**src/rtl/fpmult_arb_pkg.sv**
```systemverilog
// rtl/fpmult_arb_pkg.sv - shared types for the fpmult arbiter slice
package fpmult_arb_pkg;

    typedef logic [31:0] fp32_t;

    localparam int NREQ_MAX = 8;
    localparam int IDW_MAX  = $clog2(NREQ_MAX);

    typedef struct packed {
        logic               valid;
        fp32_t              a;
        fp32_t              b;
        logic [IDW_MAX-1:0] id;
    } stage_t;

endpackage

```
**src/rtl/fpmult.sv**
```systemverilog
// rtl/fpmult.sv - combinational binary32 multiplier, RNE, subnormals flushed to zero
module fpmult (
    input  logic [31:0] a,
    input  logic [31:0] b,
    output logic [31:0] m
);

    logic              sign;
    logic [7:0]        ea, eb;
    logic [23:0]       ma, mb;
    logic [47:0]       p;
    logic [22:0]       frac;
    logic [23:0]       frac_r;
    logic              guard, sticky, rnd;
    logic signed [9:0] e;
    logic              a_nan, b_nan, a_inf, b_inf, a_zero, b_zero;

    assign sign   = a[31] ^ b[31];
    assign ea     = a[30:23];
    assign eb     = b[30:23];
    assign ma     = {1'b1, a[22:0]};
    assign mb     = {1'b1, b[22:0]};
    assign p      = {24'b0, ma} * {24'b0, mb};
    assign a_nan  = (ea == 8'hFF) && (a[22:0] != 23'b0);
    assign b_nan  = (eb == 8'hFF) && (b[22:0] != 23'b0);
    assign a_inf  = (ea == 8'hFF) && (a[22:0] == 23'b0);
    assign b_inf  = (eb == 8'hFF) && (b[22:0] == 23'b0);
    assign a_zero = (ea == 8'h00);
    assign b_zero = (eb == 8'h00);

    always_comb begin
        m      = '0;
        frac   = p[45:23];
        guard  = p[22];
        sticky = |p[21:0];
        e      = $signed({2'b0, ea}) + $signed({2'b0, eb}) - 10'sd127;
        if (p[47]) begin
            frac   = p[46:24];
            guard  = p[23];
            sticky = |p[22:0];
            e      = e + 10'sd1;
        end
        rnd    = guard & (sticky | frac[0]);
        frac_r = {1'b0, frac} + {23'b0, rnd};
        // Rounding carry out of the fraction bumps the exponent; fraction is already zero.
        if (frac_r[23]) begin
            e = e + 10'sd1;
        end
        if (a_nan || b_nan || (a_inf && b_zero) || (b_inf && a_zero)) begin
            m = 32'h7FC0_0000;
        end else if (a_inf || b_inf) begin
            m = {sign, 8'hFF, 23'b0};
        end else if (a_zero || b_zero) begin
            m = {sign, 31'b0};
        end else if (e >= 10'sd255) begin
            m = {sign, 8'hFF, 23'b0};
        end else if (e <= 10'sd0) begin
            m = {sign, 31'b0};
        end else begin
            m = {sign, e[7:0], frac_r[22:0]};
        end
    end

endmodule

```
**src/rtl/rr_arbiter.sv**
```systemverilog
// rtl/rr_arbiter.sv - round-robin arbiter, first requester at or after ptr wins
module rr_arbiter #(
    parameter int N  = 4,
    parameter int PW = $clog2(N)
) (
    input  logic [N-1:0]  req,
    input  logic [PW-1:0] ptr,
    output logic [N-1:0]  grant,
    output logic [PW-1:0] grant_idx
);

    logic found;
    int   k;

    always_comb begin
        grant     = '0;
        grant_idx = '0;
        found     = 1'b0;
        k         = 0;
        for (int i = 0; i < N; i++) begin
            k = int'(ptr) + i;
            if (k >= N) begin
                k = k - N;
            end
            if (!found && req[k]) begin
                found     = 1'b1;
                grant[k]  = 1'b1;
                grant_idx = PW'(k);
            end
        end
    end

endmodule

```
**src/rtl/fpmult_arbiter.sv**
```systemverilog
// rtl/fpmult_arbiter.sv - round-robin sharing of one fpmult among NREQ requesters
module fpmult_arbiter
    import fpmult_arb_pkg::*;
#(
    parameter int NREQ = 4,
    parameter int IDW  = $clog2(NREQ)
) (
    input  logic               clk,
    input  logic               reset,
    input  logic               hold,
    input  logic [NREQ-1:0]    req_valid,
    input  logic [NREQ*32-1:0] req_a,
    input  logic [NREQ*32-1:0] req_b,
    output logic [NREQ-1:0]    req_ready,
    output logic               rsp_valid,
    output logic [IDW-1:0]     rsp_id,
    output logic [31:0]        rsp_data,
    output logic               busy
);

    logic [IDW-1:0]  rr_ptr;
    logic [NREQ-1:0] req_eff;
    logic [NREQ-1:0] grant;
    logic [IDW-1:0]  grant_idx;
    stage_t          s1;
    logic            s2_valid;
    logic [IDW-1:0]  s2_id;
    fp32_t           s2_m;
    fp32_t           prod;
    logic            unused_id;

    assign req_eff = (reset || hold) ? '0 : req_valid;

    rr_arbiter #(
        .N  (NREQ),
        .PW (IDW)
    ) u_rr (
        .req       (req_eff),
        .ptr       (rr_ptr),
        .grant     (grant),
        .grant_idx (grant_idx)
    );

    assign req_ready = grant;

    fpmult u_fpmult (
        .a (s1.a),
        .b (s1.b),
        .m (prod)
    );

    always_ff @(posedge clk) begin
        if (reset) begin
            rr_ptr   <= '0;
            s1       <= '0;
            s2_valid <= 1'b0;
            s2_id    <= '0;
            s2_m     <= '0;
        end else begin
            if (|grant) begin
                rr_ptr   <= (grant_idx == IDW'(NREQ - 1)) ? '0 : grant_idx + 1'b1;
                s1.valid <= 1'b1;
                s1.a     <= req_a[32*grant_idx +: 32];
                s1.b     <= req_b[32*grant_idx +: 32];
                s1.id    <= IDW_MAX'(grant_idx);
            end else begin
                s1.valid <= 1'b0;
            end
            s2_valid <= s1.valid;
            // Result registers only load on a valid op so rsp_id/rsp_data hold between pulses.
            if (s1.valid) begin
                s2_id <= s1.id[IDW-1:0];
                s2_m  <= prod;
            end
        end
    end

    assign unused_id = ^s1.id;

    assign rsp_valid = s2_valid;
    assign rsp_id    = s2_id;
    assign rsp_data  = s2_m;
    assign busy      = s1.valid | s2_valid;

endmodule

```
**config.mk**
```make
export PLATFORM = sky130hd
export DESIGN_NAME = fpmult_arbiter
export DESIGN_NICKNAME = d
export VERILOG_FILES = /design/src/rtl/fpmult_arb_pkg.sv /design/src/rtl/fpmult.sv /design/src/rtl/rr_arbiter.sv /design/src/rtl/fpmult_arbiter.sv
export SDC_FILE = /design/constraint.sdc
export NUM_CORES = 2
export LEC_CHECK = 0
export BUFFER_PORTS_ARGS = -buffer_cell sky130_fd_sc_hd__clkbuf_2
export CAP_MARGIN = 20
export CORE_ASPECT_RATIO = 1.1
export CORE_MARGIN = 8
export CORE_UTILIZATION = 55
export CTS_BUF_LIST = sky130_fd_sc_hd__clkbuf_8
export DETAILED_ROUTE_END_ITERATION = 8
export PLACE_DENSITY_LB_ADDON = 0.2
export SETUP_SLACK_MARGIN = 0.4
export SLEW_MARGIN = 25
export SYNTH_ARGS = -nofsm -noshare
export SYNTH_HDL_FRONTEND = slang
export SYNTH_SLANG_ARGS = --single-unit
```
**constraint.sdc**
```tcl
create_clock -name clk -period 29.6 [get_ports clk]
set_input_delay 8.88 -clock clk [delete_from_list [all_inputs] [get_ports clk]]
set_output_delay 8.88 -clock clk [all_outputs]
set_load 0.05 [all_outputs]
```
* Word-level counts from Yosys, hierarchy flattened
Index checks and enable logic that the tools add are counted.
** Storage, ports and cells
- Logic and storage cells :: 127
- Flip-flop bits (word level) :: 104
- Output and inout port bits :: 40
- Input port bits :: 263
** Cells by class
- Bitwise logic cells :: 7
- Eq/ne operators :: 3
- Shift operators :: 2
- $mul :: 1
- $lt $le $gt $ge :: 14
- $add $sub $neg :: 13
- Reduce and logical (&&, ||, !) cells :: 31
- Muxes and demuxes :: 48
** Operators with widths (number)
- $shiftx 128x8->32 :: 2
- $mux 32 :: 5
- $ge 32x1->1 const B :: 4
- $lt 32x4->1 const B :: 4
- $mux 31 :: 4
- $ge 32x4->1 const B :: 3
- $sub 32x4->32 const B :: 3
- $mul 24x24->48 :: 1
- $logic_not 23->1 :: 2
- $reduce_bool 23->1 :: 2
- $add 23x1->24 :: 1
- $mux 23 :: 1
- $reduce_or 23->1 :: 1
- $reduce_or 22->1 :: 1
- $add 10x2->10 const B :: 2
- $mux 10 :: 2
- $mux 4 :: 5
- $mux 1 :: 18
- $eq 8x8->1 const B :: 2
- $logic_not 8->1 :: 2
- $logic_and 1x1->1 :: 13
- $or 4x4->4 :: 3
- $ge 10x9->1 const B :: 1
- $le 10x1->1 const B :: 1
- 17 further kinds :: 36

* Longest topological paths before layout
- Depth in word-level cells :: 17
- Mapped depth :: 41
- Mapped depth without buffers :: 34

* Hierarchy
Synthesis repeated with hierarchy kept, for this count alone.
** Second synthesis, totals
- Cell total of the unflattened synthesis :: 3064
- Area total of the unflattened synthesis :: 27468.8 sq um
** By module, submodules not included
- fpmult :: area each 22084.9 sq um, cells an instance 2656, seq. area each 0.0 sq um, instances 1
- fpmult_arbiter :: area each 4906.0 sq um, cells an instance 357, seq. area each 2082.0 sq um, instances 1
- rr_arbiter :: area each 478.0 sq um, cells an instance 51, seq. area each 0.0 sq um, instances 1

* Worst setup path before layout
Ideal clock, no wire load.
- Kind :: in2out
- Start point :: in req_valid[1]
- End point :: out req_ready[2]
- Setup slack :: 10.197 ns
- Stages on the path :: 7
- Arrival :: 10.523 ns
- Data required time :: 20.720 ns
- Path through :: mux2i_1 nor3_1 inv_1 o21ai_0 nor2_1 a222oi_1 nand2_1
** Between the ends
- Longest elaborated chain between the ends :: 14
** Ends and longest elaborated chain
- from (decl) :: line fpmult_arbiter.sv:11 : input logic [NREQ-1:0] req_valid,
- $mux 4 (*) :: line fpmult_arbiter.sv:32 : assign req_eff = (reset || hold) ? '0 : req_valid;
- $bmux 1 s2 :: line rr_arbiter.sv:25 : if (!found && req[k]) begin
- $mux 1 (not written as such) (2 in a row) :: line rr_arbiter.sv:25
- $mux 1 :: line rr_arbiter.sv:25
- $logic_not 1->1 :: line rr_arbiter.sv:25
- $logic_and 1x1->1 :: line rr_arbiter.sv:25
- $mux 1 :: line rr_arbiter.sv:25
- $logic_not 1->1 :: line rr_arbiter.sv:25
- $logic_and 1x1->1 :: line rr_arbiter.sv:25
- $mux 1 :: line rr_arbiter.sv:25
- $logic_not 1->1 :: line rr_arbiter.sv:25
- $logic_and 1x1->1 :: line rr_arbiter.sv:25
- $mux 4 (*) :: line rr_arbiter.sv:25
- to (decl) :: line fpmult_arbiter.sv:14 : output logic [NREQ-1:0] req_ready,
Every way passes the cells marked *; elsewhere a longest branch is shown, timed or not. The select of a mux whose other input is x is not followed.

* Final worst setup path
- Start point :: in reset
- End point :: out req_ready[0]
** Between the ends
- Longest elaborated chain between the ends :: 15
** Ends and longest elaborated chain
- from (decl) :: line fpmult_arbiter.sv:9 : input logic reset,
- $logic_or 1x1->1 (*) :: line fpmult_arbiter.sv:32
- $mux 4 (*) :: line fpmult_arbiter.sv:32
- $bmux 1 s2 :: line rr_arbiter.sv:25
- $mux 1 (not written as such) (2 in a row) :: line rr_arbiter.sv:25
- $mux 1 :: line rr_arbiter.sv:25
- $logic_not 1->1 :: line rr_arbiter.sv:25
- $logic_and 1x1->1 :: line rr_arbiter.sv:25
- $mux 1 :: line rr_arbiter.sv:25
- $logic_not 1->1 :: line rr_arbiter.sv:25
- $logic_and 1x1->1 :: line rr_arbiter.sv:25
- $mux 1 :: line rr_arbiter.sv:25
- $logic_not 1->1 :: line rr_arbiter.sv:25
- $logic_and 1x1->1 :: line rr_arbiter.sv:25
- $mux 4 (*) :: line rr_arbiter.sv:25
Marked as above.

==> out/qor.yml <==
setup_path:
  required_ns: 20.72
  cp.arrival_ns: 11.80
  crit_path_max_incr_delay_ns: 0.55
  timing.rr.start: "s1[46]"
  critPathSlowestCell: "nor3_1"
  critPathCaptureType: "output port"
  crit_path_start: "reset"
  path_class: "primary input to output port"
  cp_max_fo: 85
  cp-start-kind: "primary input"
  crit_path_cell_trace: "buf_2 > buf_4 > nor3_1 > inv_1 > o21ai_0 > nor2_1 > a222oi_1 > nand2_1 > clkbuf_2"
synth:
  synth_top_area_share_pct: 34.73
  synth_area_mm2: 0.02784
  synth_area_leaders: "fa_1 35%, nand2_1 8.8%, ha_1 8.7%, inv_1 7.5%, dfxtp_1 7.5%"
  synth_nets: 4424
  synth_compound_area_share_pct: 11.38
  synth_fa_ha_area_share_pct: 43.45
  synth-simple-area-share_pct: 23.70
  ys_types: 88
  synth_area_per_cell_um2: 7.990
  synth_top_family_by_area: "adder cells"
  synth_edf_count: 0
  netlist_instances: 3484
  synth.area.mux_share_pct: 0.6247
  yosysWarnings: 0
  yosysSeqAreaShare_pct: 7.479
  synth_top_area_cell: "fa_1"
  synthArstFlopShare_pct: 0
  synth_xor_area_share_pct: 2.800
  ys_seq_elements: 104
  synth_ff_type: "dfxtp_1"
drt:
  post_drt_wl_per_cell_um: 20.33
  wl_um: 87790
  vias: 24780
  post-route-drc-count: 0
  drt-initial-drc-count: 1867
  via_per_inst: 5.737
  drtAntennaViolNets: 0
  drt_first_pass_iters: 6
sta:
  setup_viol: 0
  finClkSkew_ns: 0.02095
  drv_slew: 0
  slew_headroom_pct: 29.32
  tns_ns: 0
  clock.fmax_ghz: 0.04836
  rsz0062_at_grt: "no"
  hold_violations: 0
  worstMarginPinSlew_ns: 1.059
  fin_crit_ns: 20.68
  finalCritPeriodShare_pct: 69.86
run_status:
  status: "finished, final reports clean"
worst_hold_path:
  min_from: "rsp_data[19]"
  hold_class: "flop to flop"
finish:
  multiInputGateArea_mm2: 0.02285
  register_area_mm2: 0.002085
  final_cell_mix: "654 x nand2_1, 558 x inv_1, 483 x fa_1, 301 x clkbuf_2, 258 x and2_1"
  nets: 4590
  nFillCells: 4642
  post-route-util_pct: 59.98
  syn_to_final_growth_pct: 7.798
  stdcell_area_mm2: 0.03001
  drive_above_1_share_pct: 11.52
  final_common_cell: "nand2_1"
clocking:
  cts_buffers: 9
  clock_latency_ns: 0.44
  cts.repair.resized: 0
  cts.sinks: 104
  cts_setup_buffers: 0
  cts-hold-fix-buffers: 0
  path_clk_slew_ns: 0.08
  cts_tree: "built"
  cts_buffer_depth: 2
  cts_max_level: 3
  cts-root-buf: "clkbuf_8"
floorplan:
  coreArea_mm2: 0.05004
  start_util_pct: 55.64
  dieArea_mm2: 0.05808
  die_w_um: 230.5
  ios: 303
  die_y_um: 252.0
  rows: 86
global_route:
  grtUsageTotal_pct: 31.10
  grt_pass1_wl_um: 143200
  grt_max_degree: 92
  antenna_found_initial: 8
  grt_overflow: 0
  grt_pass1_vias: 26000
placed_design:
  dp_hpwl_um: 69710
  place_area_mm2: 0.02980
  gp_congestion: 0.9680
  port_buffers: 302
run:
  maxCapViolCount: 0
-- kinds of logic after synthesis --
family	Yosys count
DFF	104
xor gates and xnor gates	86
muxes	17
adders and majority gates	677
and+or+nand+nor	1379
buffers and inverters	765
AOI/OAI and AO/OA	456
-- layout make-up --
type	count	area share, %
well taps	660	2.752
multi-input cells	2615	76.16
clock buffers	9	0.4128
diodes	5	0.04169
repair buffers	357	6.413
flip-flops and latches	104	6.946
clock inverters	6	0.2251
inverters	563	7.051
-- final timing paths --
kind	depth (start not counted)	end	slack, ns
setup reg to reg	34	rsp_data[22]	18.58
hold / removal	1	rsp_data[19]	0.47
setup / recovery	9	req_ready[0]	8.92
hold reg to reg	1	rsp_data[19]	0.47
-- worst max-delay path: cells and delay by family --
family,cells,cell delay (ns)
simple gates,3,1.15
buf+inv,4,0.90
compound gates,2,0.85
-- stage by stage --
step                setup slack [ns]  std cells  hold slack, ns
floorplan                      10.20       3484          0.4543
global placement               9.111       4299          0.4559
detailed placement             9.064       4299          0.4590
CTS                            9.071       4314          0.4805
global route                   8.650       4319          0.5043
finish                         8.921       4319          0.4714
-- flip-flops by register name, summed over array words and instances, names as in the netlist --
register / cells
rsp_data: 32
rsp_id: 2
rsp_valid: 1
rr_ptr: 2
s1: 67
-- routing by layer --
metal | GRT usage (%) | share of wire, % | up-vias
li1 | - | - | 11380
met1 | 38.51 | 39 | 12200
met2 | 52.32 | 48 | 941
met3 | 6.460 | 7.6 | 251
met4 | 13.31 | 4.8 | 2
met5 | 0 | 0.010 | -
-- cells in the mapped netlist, drive strengths merged (6+ instances only) --
cell    instances
a21o           19
fa            483
buf            28
nor4           32
or4             7
nand2         657
a32o            8
or3            14
a211oi         25
and2          259
or2             7
xnor2          54
inv           560
o21a           11
and4           11
a311oi         69
o211ai         17
nor3           45
xor2           32
dfxtp         104
a21oi         154
a211o           6
ha            194
nand2b          6
nand3          28
a31oi           8
clkbuf        174
nor2          190
a22o           17
mux2i          14
o21ai          67
nor3b           6
and3           73
nand4          28
Power is not shown: default switching activity piles up to over one toggle a cycle in this logic, so the estimate is an artifact.
